## src/rtl/pktbuf_pkg.sv

```systemverilog
// Shared types and sizing helpers for the packet-buffer scheduler.
package pktbuf_pkg;

  localparam int unsigned N_BUFS_DEFAULT = 3;
  localparam int unsigned CNT_W_DEFAULT  = 32;

  // Buffer-index width: clog2 of the buffer count, never below one bit.
  function automatic int unsigned sel_w(input int unsigned n);
    return (n <= 2) ? 1 : $clog2(n);
  endfunction

  localparam int unsigned SEL_W_DEFAULT = sel_w(N_BUFS_DEFAULT);

  typedef logic [SEL_W_DEFAULT-1:0] buf_idx_t;

  typedef enum logic {
    CPU_IDLE = 1'b0,
    CPU_BUSY = 1'b1
  } cpu_state_t;

endpackage

```

## src/rtl/idx_fifo.sv

```systemverilog
// Ring-buffer FIFO of buffer indices with two ordered push ports (a before b).
module idx_fifo
  import pktbuf_pkg::*;
#(
  parameter int unsigned DEPTH     = 3,
  parameter int unsigned W         = 2,
  parameter bit          INIT_FULL = 1'b0
) (
  input  logic                       clk,
  input  logic                       rst,
  input  logic                       push_a,
  input  logic [W-1:0]               data_a,
  input  logic                       push_b,
  input  logic [W-1:0]               data_b,
  input  logic                       pop,
  output logic [W-1:0]               head,
  output logic                       empty,
  output logic [$clog2(DEPTH+1)-1:0] count
);

  localparam int unsigned PW = sel_w(DEPTH);
  localparam int unsigned CW = $clog2(DEPTH + 1);

  logic [W-1:0]  r_mem [DEPTH];
  logic [PW-1:0] r_rd;
  logic [PW-1:0] r_wr;
  logic [CW-1:0] r_cnt;

  logic [PW-1:0] w_wr_b;
  logic [PW-1:0] w_wr_nxt;
  logic [PW-1:0] w_rd_nxt;
  logic [CW-1:0] w_cnt_nxt;

  function automatic logic [PW-1:0] ptr_inc(input logic [PW-1:0] p);
    return (p == PW'(DEPTH - 1)) ? '0 : p + PW'(1);
  endfunction

  // Pointer/count advance; push_b lands in the slot after push_a when both fire.
  always_comb begin
    w_wr_b    = push_a ? ptr_inc(r_wr) : r_wr;
    w_wr_nxt  = push_b ? ptr_inc(w_wr_b) : w_wr_b;
    w_rd_nxt  = pop ? ptr_inc(r_rd) : r_rd;
    w_cnt_nxt = r_cnt + CW'(push_a) + CW'(push_b) - CW'(pop);
  end

  // Storage and pointers; INIT_FULL preloads indices 0..DEPTH-1 in order.
  always_ff @(posedge clk or posedge rst) begin
    if (rst) begin
      for (int unsigned i = 0; i < DEPTH; i++) begin
        r_mem[i] <= INIT_FULL ? W'(i) : '0;
      end
      r_rd  <= '0;
      r_wr  <= '0;
      r_cnt <= INIT_FULL ? CW'(DEPTH) : '0;
    end else begin
      if (push_a) r_mem[r_wr] <= data_a;
      if (push_b) r_mem[w_wr_b] <= data_b;
      r_rd  <= w_rd_nxt;
      r_wr  <= w_wr_nxt;
      r_cnt <= w_cnt_nxt;
    end
  end

  assign head  = r_mem[r_rd];
  assign empty = (r_cnt == '0);
  assign count = r_cnt;

endmodule

```

## src/rtl/pktbuf_sched.sv

```systemverilog
// Rotates packet buffers through snooper -> CPU filter -> forwarder via index queues.
module pktbuf_sched
  import pktbuf_pkg::*;
#(
  parameter int unsigned  N_BUFS = N_BUFS_DEFAULT,
  parameter int unsigned  CNT_W  = CNT_W_DEFAULT,
  localparam int unsigned SEL_W  = sel_w(N_BUFS)
) (
  input  logic             clk,
  input  logic             rst,
  output logic             ready_for_snooper,
  output logic [SEL_W-1:0] snooper_sel,
  input  logic             snooper_done,
  output logic             cpu_start,
  output logic [SEL_W-1:0] cpu_sel,
  output logic             cpu_busy,
  input  logic             cpu_accept,
  input  logic             cpu_reject,
  output logic             ready_for_forwarder,
  output logic [SEL_W-1:0] forwarder_sel,
  input  logic             forwarder_done,
  output logic [CNT_W-1:0] accept_cnt,
  output logic [CNT_W-1:0] reject_cnt,
  output logic             proto_err
);

  localparam int unsigned CW = $clog2(N_BUFS + 1);
  localparam int unsigned TW = CW + 2;

  cpu_state_t       r_state;
  cpu_state_t       w_state_nxt;
  logic             r_cpu_start;
  logic [SEL_W-1:0] r_cpu_sel;
  logic [CNT_W-1:0] r_accept_cnt;
  logic [CNT_W-1:0] r_reject_cnt;
  logic             r_proto_err;

  logic             w_start_nxt;
  logic [SEL_W-1:0] w_sel_nxt;
  logic             w_cpu_pop;

  logic [SEL_W-1:0] w_free_head, w_cpu_head, w_fwd_head;
  logic             w_free_empty, w_cpu_empty, w_fwd_empty;
  logic [CW-1:0]    w_free_cnt, w_cpu_cnt, w_fwd_cnt;

  logic w_busy;
  logic w_snp_ok, w_fwd_ok, w_acc_ok, w_rej_ok, w_err;

  assign w_busy = (r_state == CPU_BUSY);

  // Qualify agent events; anything illegal is dropped and flagged.
  always_comb begin
    w_snp_ok = snooper_done && !w_free_empty;
    w_fwd_ok = forwarder_done && !w_fwd_empty;
    w_acc_ok = cpu_accept && !cpu_reject && w_busy;
    w_rej_ok = cpu_reject && !cpu_accept && w_busy;
    w_err    = (snooper_done && w_free_empty) ||
               (forwarder_done && w_fwd_empty) ||
               ((cpu_accept || cpu_reject) && !w_busy) ||
               (cpu_accept && cpu_reject);
  end

  // Free buffers; reject returns ahead of forwarder returns in the same cycle.
  idx_fifo #(.DEPTH(N_BUFS), .W(SEL_W), .INIT_FULL(1'b1)) u_free_q (
    .clk    (clk),
    .rst    (rst),
    .push_a (w_rej_ok),
    .data_a (r_cpu_sel),
    .push_b (w_fwd_ok),
    .data_b (w_fwd_head),
    .pop    (w_snp_ok),
    .head   (w_free_head),
    .empty  (w_free_empty),
    .count  (w_free_cnt)
  );

  // Filled buffers waiting for the CPU.
  idx_fifo #(.DEPTH(N_BUFS), .W(SEL_W), .INIT_FULL(1'b0)) u_cpu_q (
    .clk    (clk),
    .rst    (rst),
    .push_a (w_snp_ok),
    .data_a (w_free_head),
    .push_b (1'b0),
    .data_b ('0),
    .pop    (w_cpu_pop),
    .head   (w_cpu_head),
    .empty  (w_cpu_empty),
    .count  (w_cpu_cnt)
  );

  // Accepted buffers waiting for the forwarder.
  idx_fifo #(.DEPTH(N_BUFS), .W(SEL_W), .INIT_FULL(1'b0)) u_fwd_q (
    .clk    (clk),
    .rst    (rst),
    .push_a (w_acc_ok),
    .data_a (r_cpu_sel),
    .push_b (1'b0),
    .data_b ('0),
    .pop    (w_fwd_ok),
    .head   (w_fwd_head),
    .empty  (w_fwd_empty),
    .count  (w_fwd_cnt)
  );

  // CPU ownership FSM: dispatch when idle, release on a single clean verdict.
  always_comb begin
    w_state_nxt = r_state;
    w_start_nxt = 1'b0;
    w_sel_nxt   = r_cpu_sel;
    w_cpu_pop   = 1'b0;
    case (r_state)
      CPU_IDLE: begin
        if (!w_cpu_empty) begin
          w_state_nxt = CPU_BUSY;
          w_start_nxt = 1'b1;
          w_sel_nxt   = w_cpu_head;
          w_cpu_pop   = 1'b1;
        end
      end
      CPU_BUSY: begin
        if (w_acc_ok || w_rej_ok) w_state_nxt = CPU_IDLE;
      end
      default: w_state_nxt = CPU_IDLE;
    endcase
  end

  // CPU state and registered CPU-side outputs.
  always_ff @(posedge clk or posedge rst) begin
    if (rst) begin
      r_state     <= CPU_IDLE;
      r_cpu_start <= 1'b0;
      r_cpu_sel   <= '0;
    end else begin
      r_state     <= w_state_nxt;
      r_cpu_start <= w_start_nxt;
      r_cpu_sel   <= w_sel_nxt;
    end
  end

  // Verdict statistics and sticky protocol-error flag.
  always_ff @(posedge clk or posedge rst) begin
    if (rst) begin
      r_accept_cnt <= '0;
      r_reject_cnt <= '0;
      r_proto_err  <= 1'b0;
    end else begin
      if (w_acc_ok) r_accept_cnt <= r_accept_cnt + CNT_W'(1);
      if (w_rej_ok) r_reject_cnt <= r_reject_cnt + CNT_W'(1);
      if (w_err)    r_proto_err  <= 1'b1;
    end
  end

  // Every buffer is owned by exactly one queue or by the CPU.
  always_ff @(posedge clk) begin
    if (!rst) begin
      assert (TW'(w_free_cnt) + TW'(w_cpu_cnt) + TW'(w_fwd_cnt) + TW'(w_busy) == TW'(N_BUFS));
    end
  end

  assign ready_for_snooper   = !w_free_empty;
  assign snooper_sel         = w_free_head;
  assign cpu_start           = r_cpu_start;
  assign cpu_sel             = r_cpu_sel;
  assign cpu_busy            = w_busy;
  assign ready_for_forwarder = !w_fwd_empty;
  assign forwarder_sel       = w_fwd_head;
  assign accept_cnt          = r_accept_cnt;
  assign reject_cnt          = r_reject_cnt;
  assign proto_err           = r_proto_err;

endmodule

```

## config.mk

```make
export PLATFORM = sky130hd
export DESIGN_NAME = pktbuf_sched
export DESIGN_NICKNAME = d
export VERILOG_FILES = /design/src/rtl/pktbuf_pkg.sv /design/src/rtl/idx_fifo.sv /design/src/rtl/pktbuf_sched.sv
export SDC_FILE = /design/constraint.sdc
export NUM_CORES = 1
export LEC_CHECK = 0
export CORE_MARGIN = 1
export CORE_UTILIZATION = 30
export CTS_BUF_LIST = sky130_fd_sc_hd__clkbuf_8
export CTS_CLUSTER_SIZE = 24
export DETAILED_ROUTE_END_ITERATION = 8
export DONT_BUFFER_PORTS = 1
export PLACE_DENSITY = 0.49
export SETUP_SLACK_MARGIN = 0.4
export SYNTH_ARGS = -nofsm -noshare
export SYNTH_HDL_FRONTEND = slang
export SYNTH_SLANG_ARGS = --single-unit
```

## constraint.sdc

```tcl
create_clock -name clk -period 4.4 [get_ports clk]
set_input_delay 0.88 -clock clk [delete_from_list [all_inputs] [get_ports clk]]
set_output_delay 0.88 -clock clk [all_outputs]
set_load 0.05 [all_outputs]
```

==> reports/metrics.yaml <==
status: "complete, no violations"
grt_util_all_layers: 0.131
yosysSeqAreaShare: 0.543
nets: 453
slew_viol_final: 0
drive_above_1_share: 0.106
rows: 46
post-route-period-util: 0.644
syn_to_final_growth_pct: 9.13
cts_setup_buffers: 0
grt_pass1_vias: 3102
tightest_slew_ns: 0.995
antenna_found_initial: 0
fin_cells: 660
antenna_left: 0
wl_per_cell_um: 15.5
dpl_cell_area_um2: 5110
skew_ns: 0.0129
cts_tree: "done"
grt_max_degree: 82
num_vias: 3119
p_per_area_nw_per_um2: 578
clock_path_buffers: 2
max_clock_freq_mhz: 353
clock_sinks: 105
io_buffers: 0
crit_fanout: 5
overflow: 0
fillers: 1579
drt_first_iter_violations: 105
initial_core_util: 0.307
worst_ep_arrival_time_ns: 1.95
die_area_um2: 16700
required_ns: 3.52
antenna_cells: 0
worst_setup_path_start_kind: "flop"
finalSetupViolCount: 0
yosysTopAreaCell: "dfrtp_1"
syn_area_um2: 4850
synth_edf_count: 0
synth-seq-cells: 105
core_um2: 15800
grt_pass1_wl_um: 16600
holdBufCountCts: 0
cts_max_level: 3
place_congestion: 0.738
route.detailed.drc: 0
dpl.cell_count: 644
synth_area_leaders: "dfrtp_1, xnor2_1, nand2_1, mux2i_1, mux2_2"
clock_latency_ns: 0.38
rsz0062_at_grt: "false"
yosysTopAreaCellShare: 0.521
synth_ff_type: "dfrtp_1"
setup_tns_ns: 0
synth-async-reset-ratio: 1.00
hold_violations: 0
holdCritPathClass: "flop to flop"
crit_type: "flop to primary output"
cts_root_buffer: "clkbuf_8"
drt-total-wl_um: 10200
synth_area_per_cell_um2: 11.2
p_leak_nw: 2.44
drtPass1Iterations: 4
synth_cell_types: 46
cp_slowest_cell: "dfrtp_1"
die_x_um: 129
slew_headroom: 0.336
dp_hpwl_um: 7300
drv_cap: 0
fin_area_um2: 5300
synth_warnings: 0
cts_repair_resize_count: 0
ios: 81
slowest_delay_ns: 0.47
path_clk_slew_ns: 0.11
synth_nets: 447
ir_drop_uv: 570
die_h_um: 129
synth_cells: 433
via_per_inst: 4.73
endpoint_kind: "primary output"
crit_chain: "mux2i_1 -> nor2_1 -> a31oi_1 -> inv_1"
cts_made_buffers: 9
period_minus_slack_ns: 2.83
## path summary, 6_finish.rpt
| check | startpoint | endpoint | slack, ns | depth (start not counted) |
|---|---|---|---|---|
| hold reg to reg | u_cpu_q.count[1] | u_cpu_q.count[1] | 0.48 | 1 |
| max in group asynchronous | rst | u_free_q.r_mem[1] | 2.85 | 2 |
| hold / removal | u_cpu_q.count[1] | u_cpu_q.count[1] | 0.48 | 1 |
| setup reg to reg | cpu_busy | reject_cnt[24] | 1.81 | 5 |
| min in group asynchronous | rst | accept_cnt[29] | 0.61 | 1 |
| setup / recovery | u_fwd_q.r_rd[0] | forwarder_sel[1] | 1.57 | 4 |
## cell families after synthesis
logic type	synth area share
simple gates	0.195
xor+xnor	0.128
fa+ha+maj	0.0206
buf+inv	0.0180
compound gates	0.0387
mux	0.0567
flops	0.543
## per-layer routing
layer | routed length (µm) | GRT usage | up-vias
met5 | 0 | 0 | -
met2 | 4610 | 0.193 | 76
met3 | 642 | 0.0384 | 12
li1 | - | - | 1502
met1 | 4810 | 0.177 | 1529
met4 | 146 | 0.0574 | 0
## state kept, by name, summed over array words and instances, names as in the netlist, 6 cells and up
register / count
accept_cnt: 32
reject_cnt: 32
u_cpu_q.r_mem: 6
u_free_q.r_mem: 6
u_fwd_q.r_mem: 6
## synthesized netlist by cell type (2+ instances only)
master    instances
a211oi_1          3
a21o_1            5
a21oi_1           6
a31oi_1           2
and2_1            3
and3_1           19
and3b_1           2
and4_1            5
buf_2             2
clkbuf_1          4
clkbuf_2          2
dfrtp_1         101
dfstp_2           4
ha_1              8
inv_1            12
mux2_2           12
mux2i_1          14
nand2_1          51
nand3_1          25
nand4_1          16
nor2_1           26
nor2b_1           2
nor3_1            6
o21a_1            2
o21ai_0           9
o221ai_1          2
or3_1             2
xnor2_1          56
xor2_1           15
## power breakdown
group	total [mW]	internal (mW)	switching, mW
combinational	0.829	0.334	0.495
clock	0.586	0.218	0.367
sequential	1.65	1.19	0.457
total	3.06	1.74	1.32
## critical path, delay by kind of cell (launching register included)
kind                   cells  cell delay, ns
flip-flops                 1            0.47
buffers and inverters      1            0.38
AND/OR/NAND/NOR            1            0.06
multiplexers               1            0.23
AO/OA/AOI/OAI              1            0.44
## cell type report
| type | count | area, µm² | area share |
|---|---|---|---|
| sequential | 105 | 2630 | 0.497 |
| multi-input combinational | 306 | 2130 | 0.403 |
| tap | 216 | 270 | 0.0510 |
| clock buffer | 9 | 124 | 0.0234 |
| clock inverter | 7 | 58.8 | 0.0111 |
| inverter | 14 | 55.1 | 0.0104 |
| timing repair buffer | 3 | 22.5 | 0.00425 |
## per-stage QoR
step | util | power, mW | setup WS (ns) | hold WS (ns)
2_1_floorplan | - | 2.28 | 0.766 | 0.446
3_3_place_gp | 0.323 | 2.48 | 1.75 | 0.462
3_5_place_dp | 0.323 | 2.51 | 1.72 | 0.463
4_1_cts | 0.335 | 3.11 | 1.53 | 0.484
5_1_grt | 0.335 | 3.28 | 1.46 | 0.495
6_report | 0.335 | 3.06 | 1.57 | 0.482
## cells in the final DEF, fill, tap and decap left out, drive strengths merged, types with 2 or more instances in the layout
master,synthesis,final
a211oi,3,3
a21o,5,5
a21oi,6,6
a31oi,2,2
and2,4,4
and3,19,19
and3b,2,2
and4,5,5
buf,2,3
clkbuf,6,9
clkinv,1,3
dfrtp,101,101
dfstp,4,4
ha,8,8
inv,13,18
mux2,12,12
mux2i,14,14
nand2,51,51
nand3,26,26
nand3b,2,2
nand4,17,17
nor2,27,27
nor2b,2,2
nor3,6,6
nor4,3,3
o21a,2,2
o21ai,9,9
o221ai,2,2
or3,2,2
xnor2,56,56
xor2,15,15
(Power assumes the default switching activity.)
==> RTL edit 1, RTL diff (same flow settings) <==
Set the package constant `N_BUFS_DEFAULT` to 2 (it was 3).
--- a/src/rtl/pktbuf_pkg.sv
+++ b/src/rtl/pktbuf_pkg.sv
@@ -2,5 +2,5 @@
 package pktbuf_pkg;
 
-  localparam int unsigned N_BUFS_DEFAULT = 3;
+  localparam int unsigned N_BUFS_DEFAULT = 2;
   localparam int unsigned CNT_W_DEFAULT  = 32;
 
Interface: changed (resized cpu_sel, forwarder_sel and snooper_sel); port bits go from 81 to 78. The function was not compared with the original's and may differ.
==> RTL edit 1 against the original RTL <==
Sequential cell count shrank 19. Sequential share of layout area grew 0.14 points. Routed wire length shrank 25%. Final area shrank 18%. Core utilization grew 0.79 points. Synthesized cell count shrank 23%. Register-to-register slack gained 240 ps. Area after synthesis shrank 20%. Hold slack lost 180 ps. Worst setup slack gained 490 ps. Critical path depth grew 1. Highest routed layer unchanged.
Power is not compared: it rests on default switching activity, and its combinational part moved more than twofold at a synthesized area within 25%.
==> RTL edit 1: results (changes against the original RTL) <==
| Metric | Value |
|---|---|
| First-pass GRT wire length | `12.4 mm (was 16.6 mm)` |
| Initial antenna violation count | `0 (unchanged)` |
| Pre-CTS WS | `1910 ps (was 1720 ps)` |
| Overall routing resource usage | `12.3% (was 13.1%)` |
| Reg2reg end | `accept_cnt[26]$_DFFE_PP0N_ (was reject_cnt[24]$_DFFE_PP0P_)` |
| Post-cts sizing count | `0 (unchanged)` |
| Peak VDD IR | `0.323 mV` |
| Syn. warnings | `0 (unchanged)` |
| Wirelength, routed | `7.63 mm (was 10.2 mm)` |
| Clock Tree Buf Depth | `2 (unchanged)` |
| Critical-path top delay cell | `dfrtp_1 (unchanged)` |
| Layout cells sized above 1 | `11.8% (was 10.6%)` |
| Largest net degree at the start of global routing | `40 (was 82)` |
| Worst-Skew Late Latency | `370 ps` |
| Crit-path max FO | `7 (was 5)` |
| Outcome | `completed (unchanged)` |
| Fillers | `1317 (was 1579)` |
| Worst Hold Class | `in2async (was reg2reg)` |
| Post-synthesis sequential area ratio | `55.4% (was 54.3%)` |
| TritonCTS buffer count | `9 (unchanged)` |
| PortBufs | `0 (unchanged)` |
| Reg clk slew, reported paths | `90 ps (was 110 ps)` |
| CP max stage delay | `750 ps (was 470 ps)` |
| Diode count | `0 (unchanged)` |
| DRT Pass-1 Iters | `4 (unchanged)` |
| Synthesized flop and latch total | `86 (was 105)` |
| Area Overhead vs Synth | `11.1% (was 9.13%)` |
| Most common library cells after synthesis | `dfrtp_1 (84), xnor2_1 (59), nand2_1 (37) (was dfrtp_1 (101), xnor2_1 (56), nand2_1 (51))` |
| Htree depth | `3 (unchanged)` |
| RePlAce Congestion | `0.751 (was 0.738)` |
| Post-CTS Repair Setup Buffers | `0 (unchanged)` |
| Crit-path leading delay family | `simple AND/OR/NAND/NOR gates (was flip-flops)` |
| Hpwl dp | `5.53 mm (was 7.30 mm)` |
| Worst path arrival time | `2580 ps (was 1950 ps)` |
| Iteration-0 DRC Markers | `100 (was 105)` |
| Synth top area cells | `dfrtp_1 (54%), xnor2_1 (13%), xor2_1 (3.6%) (was dfrtp_1 (52%), xnor2_1 (10%), nand2_1 (3.9%))` |
| Root Driver | `clkbuf_8 (unchanged)` |
| Nets | `357 (was 453)` |
| Asr flop ratio synth | `100% (unchanged)` |
| Horiz. Die Dim | `116 µm (was 129 µm)` |
| Setup Skew | `9.98 ps (was 12.9 ps)` |
| Max transition margin | `54.6% (was 33.6%)` |
| Placed cell areas | `0.00411 mm² (was 0.00511 mm²)` |
| Number of global-route vias before repair | `2330 (was 3102)` |
| Post-synthesis net count | `346 (was 447)` |
| Leakage | `around 1.9 nW` |
| Netlist cell types | `40 (was 46)` |
| Hold_ws | `305 ps (was 482 ps)` |
| Vias per inst | `4.58 (was 4.73)` |
-- RTL edit 1: stage by stage --
step | std cells | power [mW] | utilization [%]
floorplan | 332 | 1.50 | -
global placement | 504 | 1.58 | 32.5
detailed placement | 504 | 1.59 | 32.5
CTS | 520 | 2.22 | 34.2
global route | 520 | 2.32 | 34.2
finish | 520 | 2.18 | 34.2
-- RTL edit 1: how the worst max path moves through the flow --
stage                        from                    endpoint  slack (ps)  cells after the start
2_1_floorplan                 rst   accept_cnt[0]$_DFFE_PP0N_        1300                      1
3_3_place_gp           cpu_reject  accept_cnt[26]$_DFFE_PP0N_        1940                      5
3_5_place_dp           cpu_reject  accept_cnt[26]$_DFFE_PP0N_        1910                      5
4_1_cts        cpu_busy$_DFF_PP0_  accept_cnt[26]$_DFFE_PP0N_        1960                      5
5_1_grt        cpu_busy$_DFF_PP0_  accept_cnt[26]$_DFFE_PP0N_        1800                      5
6_report       cpu_busy$_DFF_PP0_  accept_cnt[26]$_DFFE_PP0N_        2050                      5
-- RTL edit 1: cell type report --
type	count	area, µm²	area share [%]
Multi-Input combinational cell	230	1670	38.6
Inverter	14	53.8	1.24
Clock buffer	10	138	3.18
Tap cell	172	215	4.98
Clock inverter	6	77.6	1.80
Sequential cell	86	2150	49.9
Timing Repair Buffer	2	15.0	0.347
-- RTL edit 1: logic make-up after synthesis --
kind of cell	after synthesis	share of synthesized area [%]
mux	8	2.28
fa+ha+maj	8	2.77
compound gates	14	2.09
flops	86	55.4
buf+inv	16	1.77
simple gates	125	18.8
xor+xnor	75	16.9
-- RTL edit 1: power by group --
part	total (mW)	switching (mW)	internal, mW
logic	0.368	0.202	0.165
registers	1.20	0.298	0.900
clock network	0.617	0.288	0.330
-- RTL edit 1: routing by layer --
metal,GRT usage [%],routed length [µm]
met1,15.4,3470
met2,18.1,3520
met3,4.50,470
met4,7.61,179
met5,0,0
==> RTL edit 2, RTL diff (config.mk and constraints unchanged) <==
Made on the original files. Reset style: synchronous (`rst`), changed in 3 clocked blocks.
--- a/src/rtl/idx_fifo.sv
+++ b/src/rtl/idx_fifo.sv
@@ -45,5 +45,5 @@
 
   // Storage and pointers; INIT_FULL preloads indices 0..DEPTH-1 in order.
-  always_ff @(posedge clk or posedge rst) begin
+  always_ff @(posedge clk) begin
     if (rst) begin
       for (int unsigned i = 0; i < DEPTH; i++) begin
--- a/src/rtl/pktbuf_sched.sv
+++ b/src/rtl/pktbuf_sched.sv
@@ -126,5 +126,5 @@
 
   // CPU state and registered CPU-side outputs.
-  always_ff @(posedge clk or posedge rst) begin
+  always_ff @(posedge clk) begin
     if (rst) begin
       r_state     <= CPU_IDLE;
@@ -139,5 +139,5 @@
 
   // Verdict statistics and sticky protocol-error flag.
-  always_ff @(posedge clk or posedge rst) begin
+  always_ff @(posedge clk) begin
     if (rst) begin
       r_accept_cnt <= '0;
Behaviour: differs if rst is asserted again (counterexample within 4 cycles, from zero or initial values and one cycle with rst high); with rst held inactive, the same outputs for 4 cycles.
==> RTL edit 2 against the original RTL <==
Register-to-register slack gained 30 ps. Final area grew 8.8%. Sequential cell count grew 10. Area after synthesis grew 7.0%. Routed wire length grew 12%. Worst setup slack gained 280 ps. Power shrank 11%. Non-clock buffer count shrank 2. Fmax grew 11%. Critical endpoint is now accept_cnt[31]$_SDFFE_PP0P_. Highest routed layer unchanged.
==> RTL edit 2: results (changes against the original RTL) <==
| Metric | Value |
|---|---|
| CP startpoint | `accept_cnt[4]$_SDFFE_PP0P_ (was u_fwd_q.r_rd[0]$_DFFE_PP0P_)` |
| Hold path start | `u_free_q.r_rd[1]$_SDFFE_PP0N_ (was u_cpu_q.count[1]$_DFF_PP0_)` |
| Peak VDD IR | `0.230 mV (was 0.570 mV)` |
| Met3 Routed Length | `791 µm (was 642 µm)` |
| Reg2reg end | `accept_cnt[31]$_SDFFE_PP0P_ (was reject_cnt[24]$_DFFE_PP0P_)` |
| Pre-CTS WS | `1830 ps (was 1720 ps)` |
| EDFF count, synth | `24 (was 0)` |
| Overall routing resource usage | `13.6% (was 13.1%)` |
| Hold endpoint | `u_free_q.r_rd[1]$_SDFFE_PP0N_ (was u_cpu_q.count[1]$_DFF_PP0_)` |
| RePlAce Congestion | `0.764 (was 0.738)` |
| Worst-Skew Late Latency | `430 ps (was 380 ps)` |
| Hold_ws | `489 ps (was 482 ps)` |
| Met1 Wirelength | `5.20 mm (was 4.81 mm)` |
| Fillers | `1719 (was 1579)` |
| Iteration-0 DRC Markers | `151 (was 105)` |
| Outcome | `completed (unchanged)` |
| Critical-path top delay cell | `dfxtp_1 (was dfrtp_1)` |
| Nets | `571 (was 453)` |
| Vias per inst | `4.96 (was 4.73)` |
| Post-Synth XOR/XNOR Area | `9.62% (was 12.8%)` |
| CP max stage delay | `770 ps (was 470 ps)` |
| Top_reg_cell synth | `dfxtp_1 (was dfrtp_1)` |
| Worst path arrival time | `2920 ps (was 1950 ps)` |
| Layout cells sized above 1 | `8.95% (was 10.6%)` |
| F_max | `0.391 GHz (was 0.353 GHz)` |
| Leakage | `2.02 nW (was 2.44 nW)` |
| Post-synthesis mux area share | `3.21% (was 5.67%)` |
| First-pass GRT wire length | `19.0 mm (was 16.6 mm)` |
| Hold Path Cell Cnt | `2 (was 1)` |
| Switching share of power | `32.1% (was 43.1%)` |
| WL/cell | `14.4 µm (was 15.5 µm)` |
| Synth Area in Adders | `1.93% (was 2.06%)` |
| Setup Skew | `11.8 ps (was 12.9 ps)` |
| Crit-path max FO | `10 (was 5)` |
| CP endpoint kind | `flip-flop (was output pin)` |
| Largest net degree at the start of global routing | `110 (was 82)` |
| WL met2 | `5.25 mm (was 4.61 mm)` |
| TritonCTS buffer count | `17 (was 9)` |
## RTL edit 2: changes by cell type after synthesis, sizes merged, moves of 28 or more
cell | unedited run | this run
xor2 | 15 | 43
nor2 | 27 | 89
dfrtp | 101 | 0
xnor2 | 56 | 14
dfxtp | 0 | 91
## RTL edit 2: power groups by stage
stage	Sequential [mW]	Clock [mW]	Combinational, mW
4_1_cts	1.32	0.934	0.500
5_1_grt	1.33	0.985	0.554
3_3_place_gp	1.34	0	0.478
3_5_place_dp	1.34	0	0.497
2_1_floorplan	1.30	0	0.443
6_report	1.32	0.898	0.494
## RTL edit 2: metrics by stage
| step | std cells | cell area, µm² | utilization [%] |
|---|---|---|---|
| finish | 790 | 5760 | 34.4 |
| global route | 790 | 5760 | 34.4 |
| CTS | 790 | 5760 | 34.4 |
| detailed placement | 758 | 5390 | 32.2 |
| global placement | 758 | 5390 | 32.2 |
| floorplan | 558 | 5190 | - |
## RTL edit 2: metal layers
| layer | up-vias | global-route usage [%] |
|---|---|---|
| li1 | 1956 | - |
| met4 | 0 | 5.56 |
| met5 | - | 0 |
| met2 | 97 | 21.3 |
| met3 | 14 | 5.82 |
| met1 | 1849 | 16.4 |
## RTL edit 2: layout make-up
cell class                 count  area share, %
sequential                   115           44.1
multi-input combinational    409           43.7
clock buffer                  20           4.78
tap                          220           4.78
clock inverter                12           1.63
inverter                      13          0.847
timing repair buffer           1          0.130
## RTL edit 2: worst max-delay path: cells and delay by family (launching register included)
kind / cells / cell delay [ps]
and+or+nand+nor: 4 / 1590
AOI/OAI and AO/OA: 1 / 140
DFF: 1 / 770
